[src/rtl/uart_tx.sv]
// uart_tx: UART-style serial transmitter.
//   Latches DataIn on a rising edge of Pload (accepted only while idle) and sends
//   one frame on DataOut: start bit, 8 data bits LSB first, optional parity bit,
//   stop bit. Each bit lasts CLKS_PER_BIT system clocks.
// Ports:
//   Clock        in   system clock, rising edge
//   Reset        in   asynchronous active-low reset
//   DataOut      out  serial line, idles high (registered)
//   DataIn[7:0]  in   byte to send, sampled only on the accepted load edge
//   Pload        in   load request, rising-edge sensitive
//   Enable       in   1 = freeze the frame in progress, 0 = run (no effect while idle)
//   CharReceived out  one-clock pulse at the end of the stop bit (registered)
// Parameters:
//   CLKS_PER_BIT 2..65535 clocks per serial bit
//   PARITY       0 = none, 1 = even, 2 = odd

// Baud-tick generator: counts 0..CLKS_PER_BIT-1 while run is high, ticks on the
// last count. Holding run low freezes the count, so a stalled frame resumes
// with its bit timing intact.
module uart_tx_baud #(
   parameter int CLKS_PER_BIT = 2604
) (
   input  logic clk_sys,
   input  logic rst_b,
   input  logic clear,
   input  logic run,
   output logic tick
);
   localparam int W = (CLKS_PER_BIT > 1) ? $clog2(CLKS_PER_BIT) : 1;
   localparam logic [W-1:0] LAST = W'(CLKS_PER_BIT - 1);

   logic [W-1:0] cnt;

   always_ff @(posedge clk_sys or negedge rst_b) begin
      if (!rst_b) begin
         cnt <= '0;
      end else if (clear) begin
         cnt <= '0;
      end else if (run) begin
         cnt <= (cnt == LAST) ? '0 : cnt + W'(1);
      end
   end

   assign tick = run && (cnt == LAST);
endmodule

// state      | meaning
// -----------+------------------------------------------------
// ST_IDLE    | line high, waiting for a Pload rising edge
// ST_START   | start bit (line low)
// ST_DATA    | data bits, LSB first, bit_idx 0..7
// ST_PARITY  | parity bit (only when PARITY != 0)
// ST_STOP    | stop bit (line high); CharReceived on its last clock
module uart_tx #(
   parameter int CLKS_PER_BIT = 2604,
   parameter int PARITY       = 0
) (
   input  logic       Clock,
   input  logic       Reset,
   output logic       DataOut,
   input  logic [7:0] DataIn,
   input  logic       Pload,
   input  logic       Enable,
   output logic       CharReceived
);
   localparam logic HAS_PARITY = (PARITY != 0);
   localparam logic ODD_PARITY = (PARITY == 2);

   typedef enum logic [2:0] {
      ST_IDLE,
      ST_START,
      ST_DATA,
      ST_PARITY,
      ST_STOP
   } state_t;

   state_t     state, state_d;
   logic [7:0] shift_reg, shift_d;
   logic [2:0] bit_idx, idx_d;
   logic       par_bit, par_d;
   logic       pload_q;
   logic       out_d;
   logic       cr_d;
   logic       load_edge;
   logic       run;
   logic       tick;

   assign load_edge = Pload & ~pload_q;
   assign run       = (state != ST_IDLE) & ~Enable;

   uart_tx_baud #(.CLKS_PER_BIT(CLKS_PER_BIT)) u_baud (
      .clk_sys (Clock),
      .rst_b   (Reset),
      .clear   (state == ST_IDLE),
      .run     (run),
      .tick    (tick)
   );

   // pload_q resets high so a Pload held through reset is not seen as an edge.
   always_ff @(posedge Clock or negedge Reset) begin
      if (!Reset) begin
         state        <= ST_IDLE;
         shift_reg    <= '0;
         bit_idx      <= '0;
         par_bit      <= 1'b0;
         pload_q      <= 1'b1;
         DataOut      <= 1'b1;
         CharReceived <= 1'b0;
      end else begin
         state        <= state_d;
         shift_reg    <= shift_d;
         bit_idx      <= idx_d;
         par_bit      <= par_d;
         pload_q      <= Pload;
         DataOut      <= out_d;
         CharReceived <= cr_d;
      end
   end

   // DataOut is registered, so each transition drives the level of the bit
   // being entered; parity is captured at load because the shifter is consumed.
   always_comb begin
      state_d = state;
      shift_d = shift_reg;
      idx_d   = bit_idx;
      par_d   = par_bit;
      out_d   = DataOut;
      cr_d    = 1'b0;
      case (state)
         ST_IDLE: begin
            out_d = 1'b1;
            idx_d = 3'd0;
            if (load_edge) begin
               shift_d = DataIn;
               par_d   = (^DataIn) ^ ODD_PARITY;
               out_d   = 1'b0;
               state_d = ST_START;
            end
         end
         ST_START: begin
            if (tick) begin
               state_d = ST_DATA;
               idx_d   = 3'd0;
               out_d   = shift_reg[0];
            end
         end
         ST_DATA: begin
            if (tick) begin
               shift_d = {1'b0, shift_reg[7:1]};
               idx_d   = bit_idx + 3'd1;
               if (bit_idx == 3'd7) begin
                  if (HAS_PARITY) begin
                     state_d = ST_PARITY;
                     out_d   = par_bit;
                  end else begin
                     state_d = ST_STOP;
                     out_d   = 1'b1;
                  end
               end else begin
                  out_d = shift_reg[1];
               end
            end
         end
         ST_PARITY: begin
            if (tick) begin
               state_d = ST_STOP;
               out_d   = 1'b1;
            end
         end
         ST_STOP: begin
            if (tick) begin
               state_d = ST_IDLE;
               out_d   = 1'b1;
               cr_d    = 1'b1;
            end
         end
         default: begin
            state_d = ST_IDLE;
            out_d   = 1'b1;
         end
      endcase
   end
endmodule

[config.mk]
export PLATFORM = sky130hd
export DESIGN_NAME = uart_tx
export DESIGN_NICKNAME = d
export VERILOG_FILES = /design/src/rtl/uart_tx.sv
export SDC_FILE = /design/constraint.sdc
export NUM_CORES = 1
export LEC_CHECK = 0
export BUFFER_PORTS_ARGS = -buffer_cell sky130_fd_sc_hd__buf_2
export CAP_MARGIN = 40
export CORE_MARGIN = 2
export CORE_UTILIZATION = 50
export CTS_CLUSTER_DIAMETER = 100
export DETAILED_ROUTE_END_ITERATION = 7
export GPL_ROUTABILITY_DRIVEN = 0
export PLACE_DENSITY = 0.67
export RECOVER_POWER = 25
export SLEW_MARGIN = 20
export SYNTH_ARGS = -nofsm -noshare
export SYNTH_HDL_FRONTEND = slang
export SYNTH_HIERARCHICAL = 1
export SYNTH_SLANG_ARGS = --single-unit
[constraint.sdc]
create_clock -name Clock -period 2.65 [get_ports Clock]
set_input_delay 0.1325 -clock Clock [delete_from_list [all_inputs] [get_ports Clock]]
set_output_delay 0.1325 -clock Clock [all_outputs]
set_load 0.005 [all_outputs]
==> metrics.txt, run 1 <==
status=finished with violations; failing checks=max-capacitance violations, max-slew violations; r2r startpoint=u_baud/cnt[7]; critical path endpoint category=register; PortBufs=13; commonest cells in the netlist=27 x dfrtp_1, 16 x mux2_2, 14 x nor2_1; Combinational Power Share=26.9%; Pwr Density=roughly 750 nW/um^2; Final #Nets=~180; # setup viols final=0; CTS H-tree depth=2; Initial Utilization=approximately 52%; start point of the critical path=u_baud/cnt[7]; post-synthesis sequential area ratio=a little under half; CP Class=reg2reg; max incr delay on CP=approximately 480 ps; DR WL/cell=roughly 14 um; Post-route DRC=0; Hold/Removal Path Class=in2reg; RSZ-0062 raised after global routing=no; Post-Syn Instances=144; total negative slack=0 ps; most frequently used flop master after synthesis=dfrtp_1; Top Layer Used=met4; unique cell type count in the Yosys netlist=48; CTS tree=built; ranking of synthesized cells by area=dfrtp_1 43%, mux2_2 12%, dfstp_2 3.4%; Synth Register Bits=29; Fmax=between 400 and 500 MHz; switch share=between 30% and 40%; Syn. warnings=6; clock power share=between 20% and 30%; crit path cell chain=or3_4 -> nor3_1 -> and2_1 -> nand2_1 -> a211oi_4 -> mux2_2; Worst VDD drop=~0.41 mV; sequential share of power=between 40% and 50%; vias per cell=about 5.7; Fill cells=~270; Mapped Area=~1600 um^2; area delta synth->final=13.5%; DR vias=~1100; io pins=14; Worst-Margin Slew=about 1500 ps; Yosys top cell by area=dfrtp_1; share of cells above drive strength 1=between 30% and 40%; critical path arrival=about 2600 ps; initial antenna violation count=0; final WL=approximately 2800 um; worst hold slack=~160 ps; Die ar.=between 3000 and 4000 um^2; first-pass GRT wire length=4780 um; top cell type's share of synthesized area=between 40% and 50%; CTS Sinks=29; largest net degree at the start of global routing=30; CTS clk-pin slew, worst paths=roughly 90 ps; fin crit period=about 2400 ps; slowest stage cell, crit path=a211oi_4; Max Cap Viol=1; Slew Viols, Final=30; Tot GR Track Use=18.1%; CP startpoint kind=register; DRT met1 WL=~1300 um; DR WL met2=between 1000 and 1500 um; worst rel slew slack=-1.38%; antenna cells=0; clock tree buffer depth=2; worst path required time=about 2900 ps; 1st-iter DRT viols=52; worst skew pair latency=320 ps; max FFs per register=12; Post-Syn Nets=approximately 160; Critical Path Fanout Max=8; crit path to=shift_reg[7]; hpwl dp=a little over 2000 um; setup bufs post-CTS=0; Layout Skew=about 5.2 ps; vias in the first global route=1103; gr ovfl total=0; number of CTS-inserted buffers=5; switching power=0.429 mW; setup slack, reg-to-reg=about 230 ps; R2R Path End=shift_reg[7]; top-count cell post-synth=dfrtp_1; DR WL met3=between 100 and 150 um; Int Pwr=around 0.9 mW; core area=between 3000 and 4000 um^2; FP Rows=20; final worst-path cycle share=91.2%; Final ANT Viol Nets=0; leakage=0.776 nW; Clk Tree Root Cell=clkbuf_4; Post-synth EDFFs=0; total power=about 1.3 mW; Reg2Reg Depth=6; First-pass DRT Iterations=4; Fin. Hold Viols=0; die height=roughly 60 um; Syn Area/Cell=between 10 and 15 um^2; final core utilization=a little under 60%; die width=~60 um; asr flop ratio synth=between 90% and 100%
[power groups by stage]
stage / Clock [mW] / Sequential, mW / Combinational (mW)
global placement: 0 / 0.662 / 0.343
floorplan: 0 / 0.627 / 0.294
global route: 0.340 / 0.678 / 0.397
CTS: 0.321 / 0.661 / 0.363
finish: 0.310 / 0.661 / 0.358
detailed placement: 0 / 0.670 / 0.357
[logic make-up after synthesis]
kind of cell / count (synthesis) / synth area share (%)
AOI/OAI and AO/OA: 25 / 13.2
xor gates and xnor gates: 6 / 3.36
adders and majority gates: 3 / 2.40
buffers and inverters: 9 / 2.24
DFF: 29 / 46.6
muxes: 16 / 11.5
and+or+nand+nor: 56 / 20.7
[layout by cell type (no fill, tap or decap), drive strengths merged, types with 2 or more instances in the layout]
cell and instances:
o2111ai 2, or3b 2, nand3 4, xor2 3, or3 2, nor4 2
ha 3, clkbuf 9, dfstp 2, nor2b 2, nor2 14, inv 4
dlygate4sd3 2, xnor2 3, dfrtp 27, buf 16, a21o 2, mux2 16
a32o 2, nand2 10, or4b 2, o21ai 5, nor3 4, nand4 2
a21oi 4, nand2b 4
[per-layer routing]
| metal | vias to the layer above | track usage (%) |
|---|---|---|
| li1 | 569 | - |
| met2 | 23 | 29.7 |
| met1 | 544 | 21.9 |
| met3 | 4 | 6.28 |
| met5 | - | 0 |
| met4 | 0 | 6.35 |
[how the worst min path moves through the flow]
stage / startpoint / endpoint / slack [ps] / cells past startpoint
4_1_cts: DataIn[3] / shift_reg[3] / 150 / 3
3_5_place_dp: Reset / CharReceived / 190 / 1
6_report: DataIn[2] / shift_reg[2] / 160 / 3
2_1_floorplan: Reset / CharReceived / -160 / 0
3_3_place_gp: Reset / CharReceived / 180 / 1
5_1_grt: DataIn[2] / shift_reg[2] / 150 / 3
[final cells by class]
type                    count  area [um^2]  share of cell area [%]
multi-input cells         106          801                    45.1
flip-flops and latches     29          728                    41.0
repair buffers             20          120                    6.77
clock buffers               7         65.1                    3.66
well taps                  33         41.3                    2.33
inverters                   4         15.0                   0.846
clock inverters             1         5.00                   0.282
[repair_timing]
action	CTS	global route
hold buffers	2	0
hold endpoints to repair	28	0
gates resized for setup	0	0
[worst max-delay path: cells and delay by family, from the launching register on]
family | cells | cell delay (ps)
DFF | 1 | 440
and+or+nand+nor | 4 | 1000
AOI/OAI and AO/OA | 1 | 480
muxes | 1 | 390
[through the flow]
step,cells,cell area (um^2),worst slack (ps)
after detailed placement,190,1690,241
after global routing,200,1780,112
after CTS,200,1780,219
after floorplan,144,1560,341
after global placement,190,1690,329
final,200,1780,232
Power figures use the tool's default switching activity.
==> run 2: changes to the inputs <==
--- a/config.mk
+++ b/config.mk
@@ -8,12 +8,13 @@
 export BUFFER_PORTS_ARGS = -buffer_cell sky130_fd_sc_hd__buf_2
 export CAP_MARGIN = 40
 export CORE_MARGIN = 2
-export CORE_UTILIZATION = 50
+export CORE_UTILIZATION = 58
 export CTS_CLUSTER_DIAMETER = 100
 export DETAILED_ROUTE_END_ITERATION = 7
 export GPL_ROUTABILITY_DRIVEN = 0
-export PLACE_DENSITY = 0.67
+export PLACE_DENSITY = 0.76
 export RECOVER_POWER = 25
+export REMOVE_ABC_BUFFERS = 1
 export SLEW_MARGIN = 20
 export SYNTH_ARGS = -nofsm -noshare
 export SYNTH_HDL_FRONTEND = slang
==> metrics.txt, run 2 (synthesis gave the netlist of run 1 again) <==
CP startpoint kind=register; leakage=between 0.7 and 0.8 nW; fin area=between 1500 and 2000 um^2; core area=between 2000 and 3000 um^2; Critical Path Fanout Max=8; Slew Viols, Final=30; Clk Tree Root Cell=clkbuf_4; io pins=14; worst skew pair latency=330 ps; Initial Utilization=around 62%; Tot GR Track Use=roughly a fifth; final core utilization=a little over two thirds; antenna cells=0; Hold Crit Depth=3; vias in the first global route=1177; first-pass GRT wire length=between 4000 and 5000 um; Die ar.=3130 um^2; Max Cap Viol=1; CTS Sinks=29; critical path endpoint category=register; Layout Skew=between 7 and 8 ps; Fin. Hold Viols=0; critical path arrival=2610 ps; failing checks=max-capacitance violations, max-slew violations; Worst VDD drop=about 0.6 mV; commonest non-fill, non-tap cell in the layout=dfrtp_1; RSZ-0062 raised after global routing=no; Pwr Density=757 nW/um^2; status=finished with violations; number of CTS-inserted buffers=5; Final #Nets=179; DR vias=about 1200; FP Rows=18; vias per cell=around 6.1; First-pass DRT Iterations=4; 1st-iter DRT viols=32; gr ovfl total=0; final WL=2900 um; Hold/Removal Path Class=in2reg; worst path required time=2860 ps; Reg2Reg Depth=6; PortBufs=13; # setup viols final=0; die height=about 56 um; Post-DP Area=1670 um^2; CTS clk-pin slew, worst paths=approximately 90 ps; max FFs per register=12; worst hold slack=between 100 and 150 ps; Final ANT Viol Nets=0; Fill cells=slightly below 200; share of cells above drive strength 1=29.7%; hpwl dp=~2000 um; largest net degree at the start of global routing=30; area delta synth->final=12.3%; Fmax=between 400 and 500 MHz; clock tree buffer depth=2; cts repair resizes=0; Post-route DRC=0; worst rel slew slack=-2.59%; PnR worst setup slack=255 ps; Worst-Margin Slew=between 1500 and 2000 ps; Post-Place Setup Slack=~270 ps; CTS H-tree depth=2; commonest cells after routing, fill and taps aside=27 x dfrtp_1, 16 x mux2_2, 14 x nor2_1, 11 x buf_2, 10 x nand2_1; CTS tree=built; CP Class=reg2reg; DR WL/cell=14.9 um; total negative slack=0 ps; fin crit period=2400 ps; die width=55.9 um; initial antenna violation count=0; final worst-path cycle share=approximately nine tenths
[run 2: cell count changes in the layout (fill, tap and decap cells not counted)]
cell   before  now
buf_4       5    3
[run 2: final cells by class]
cell class | count | area (um^2) | area share, %
multi-input cells | 106 | 801 | 45.6
flip-flops and latches | 29 | 728 | 41.5
repair buffers | 18 | 105 | 5.98
clock buffers | 7 | 65.1 | 3.70
well taps | 30 | 37.5 | 2.14
inverters | 4 | 15.0 | 0.855
clock inverters | 1 | 5.00 | 0.285
[run 2: critical path: stages, from the launching register on]
cell,delay [ps]
dfrtp_1,440
or3_4,410
nor3_1,270
and2_1,200
nand2_1,90
a211oi_4,490
mux2_2,390
[run 2: final timing paths]
kind / endpoint / startpoint / slack, ps
min in group asynchronous: shift_reg[6] / Reset / 700
setup reg to reg: shift_reg[4] / u_baud/cnt[7] / 250
max in group asynchronous: u_baud/cnt[0] / Reset / 1050
setup / recovery: shift_reg[4] / u_baud/cnt[7] / 250
hold / removal: shift_reg[7] / DataIn[7] / 150
hold reg to reg: shift_reg[6] / shift_reg[6] / 510
[run 2: what timing repair did]
action                                  4_1_cts  5_1_grt
endpoints found under the setup margin        0        0
hold buffers                                  2        0
buffers inserted                              0        0
hold endpoints to repair                     28        0
[run 2: routing by layer]
metal | part of all wire, % | global-route usage (%) | up-vias
met1 | 42 | 23.4 | 580
met4 | 1.9 | 8.16 | 0
met2 | 52 | 35.5 | 21
met3 | 4.3 | 7.67 | 9
li1 | - | - | 570
met5 | 0 | 0 | -
[run 2: stage by stage]
step | cells | power, mW
floorplan | 139 | 0.913
global placement | 185 | 1.00
detailed placement | 185 | 1.03
CTS | 195 | 1.35
global route | 195 | 1.42
finish | 195 | 1.33
[run 2: power breakdown]
group          internal [mW]  total (mW)  switching [mW]  leakage, nW
combinational          0.191       0.364           0.173        0.355
sequential             0.557       0.660           0.103        0.369
clock                  0.154       0.307           0.153       0.0413
==> run 3: changes to the inputs <==
--- a/config.mk
+++ b/config.mk
@@ -15,8 +15,7 @@
 export PLACE_DENSITY = 0.76
 export RECOVER_POWER = 25
 export REMOVE_ABC_BUFFERS = 1
-export SLEW_MARGIN = 20
+export SLEW_MARGIN = 25
 export SYNTH_ARGS = -nofsm -noshare
 export SYNTH_HDL_FRONTEND = slang
-export SYNTH_HIERARCHICAL = 1
 export SYNTH_SLANG_ARGS = --single-unit
==> metrics.txt, run 3 <==
status=finished with violations; failing checks=max-capacitance violations; top-count cell post-synth=dfrtp_1; Worst VDD drop=about 0.52 mV; Layout Skew=12.3 ps; initial antenna violation count=0; CTS Sinks=29; Fin. Hold Viols=0; Syn. warnings=0; io pins=14; CTS tree=built; Synth Register Bits=29; antenna cells=0; Hold/Removal Path Class=in2reg; Pwr Density=between 700 and 800 nW/um^2; Final ANT Viol Nets=0; fin crit period=2170 ps; ranking of synthesized cells by area=dfrtp_1 43%, mux2i_1 4.5%, a21oi_1 4.2%; number of CTS-inserted buffers=5; Final #Nets=~180; CTS H-tree depth=2; Die ar.=~3100 um^2; Synth Area in Simple Gates=about a fifth; worst path required time=slightly below 3000 ps; critical path endpoint category=register; area delta synth->final=7.69%; DR WL/cell=between 10 and 15 um; post-synthesis sequential area ratio=46.6%; gr ovfl total=0; share of cells above drive strength 1=between 10% and 20%; Fmax=roughly 460 MHz; Initial Utilization=61.9%; unique cell type count in the Yosys netlist=40; largest net degree at the start of global routing=30; commonest cells in the netlist=27 x dfrtp_1, 14 x nor2_1, 13 x a21oi_1; Clk Tree Root Cell=clkbuf_4; global-route track usage on met1=between 20% and 30%; die width=roughly 56 um; Syn Area/Cell=between 10 and 15 um^2; CP Class=reg2reg; met3 GRT Util=about 7%; Yosys top cell by area=dfrtp_1; vias in the first global route=approximately 1200; leakage=about 0.7 nW; Top Usage Layer GRT=met2; Critical Path Fanout Max=18; 1st-iter DRT viols=40; vias per cell=6.07; worst skew pair latency=between 300 and 400 ps; critical path arrival=2410 ps; FP Rows=18; Max Cap Viol=1; largest family of logic cells by synthesized area=simple AND/OR/NAND/NOR gates; final worst-path cycle share=approximately four fifths; most frequently used flop master after synthesis=dfrtp_1; DR vias=between 1000 and 1500; Post-route DRC=0; Post-Syn Instances=152; PnR worst setup slack=about 480 ps; PortBufs=13; Post-Synth XOR/XNOR Area=1.12%; First-pass DRT Iterations=4; Mapped Area=around 1600 um^2; CTS clk-pin slew, worst paths=90 ps; # setup viols final=0; top cell type's share of synthesized area=between 40% and 50%; clock tree buffer depth=2; final WL=2900 um; worst rel slew slack=less than 1%; Worst-Margin Slew=1500 ps; Tot GR Track Use=between 20% and 30%; Post-synth EDFFs=0; asr flop ratio synth=100%; setup bufs post-CTS=0; worst hold slack=~25 ps; Post-Synth Adder-Cell Area=2.40%; CP startpoint kind=register; total negative slack=0 ps; die height=55.9 um; Fill cells=roughly 220; Synth Area in Compound Gates=18.4%; Post-Place Setup Slack=528 ps; core area=~2500 um^2; RSZ-0062 raised after global routing=no; first-pass GRT wire length=a little over 5000 um; multiplexer share of the synthesized area=between 5 and 6%; max FFs per register=12; commonest cells after routing, fill and taps aside=27 x dfrtp_1, 14 x nor2_1, 13 x a21oi_1, 12 x buf_2, 11 x nand2_1; GRT met2 Usage=a little over 30%; cts repair resizes=0; cts hold-fix bufs=2; total power=~1.2 mW; hpwl dp=around 2100 um; commonest non-fill, non-tap cell in the layout=dfrtp_1; Slew Viols, Final=0
## run 3: cell count changes after synthesis, moves of 3 or more
cell / delta
mux2_2: -14
a21oi_1: +9
a31oi_1: +7
mux2i_1: +7
a22o_1: +4
buf_6: +4
o21ai_0: +4
a41oi_1: +3
## run 3: cell type report
type	count	area, um^2	area share (%)
inverter	2	7.51	0.446
clock buffer	8	58.8	3.50
multi-input combinational	112	758	45.1
sequential	29	728	43.3
timing repair buffer	16	91.3	5.43
tap	30	37.5	2.23
## run 3: critical path: stages, from the launching register on
cell and delay [ps]:
dfrtp_1 430, ha_1 260, and4bb_2 260, nand4_4 150
nor3b_4 590, o21ai_0 190, a31oi_1 190
## run 3: where the power goes
group	switching [mW]	total, mW	internal (mW)
Combinational	0.170	0.301	0.130
Clock	0.148	0.279	0.131
Sequential	0.103	0.654	0.551
## run 3: through the flow
step	cell area [um^2]	util (%)	std cells
4_1_cts	1680	66.7	197
5_1_grt	1680	66.7	197
3_5_place_dp	1600	63.6	187
2_1_floorplan	1490	-	143
3_3_place_gp	1600	63.6	187
6_report	1680	66.7	197
## run 3: metal layers
metal	up-vias	wire, um
met5	-	0
met2	23	1360
met4	0	18
li1	597	-
met1	574	1400
met3	2	122
## run 3: path summary, 6_finish.rpt
kind	startpoint	slack, ps	to	cells past startpoint
setup / recovery	u_baud.cnt[0]	480	u_baud.cnt[9]	6
hold / removal	DataIn[7]	30	shift_reg[7]	3
setup reg to reg	u_baud.cnt[0]	480	u_baud.cnt[9]	6
hold reg to reg	bit_idx[2]	520	bit_idx[2]	1
max in group asynchronous	Reset	1080	u_baud.cnt[8]	2
min in group asynchronous	Reset	690	state[1]	2
## run 3: logic make-up after synthesis
group | Yosys count
mux | 9
simple gates | 55
buf+inv | 11
xor+xnor | 2
flops | 29
compound gates | 43
fa+ha+maj | 3
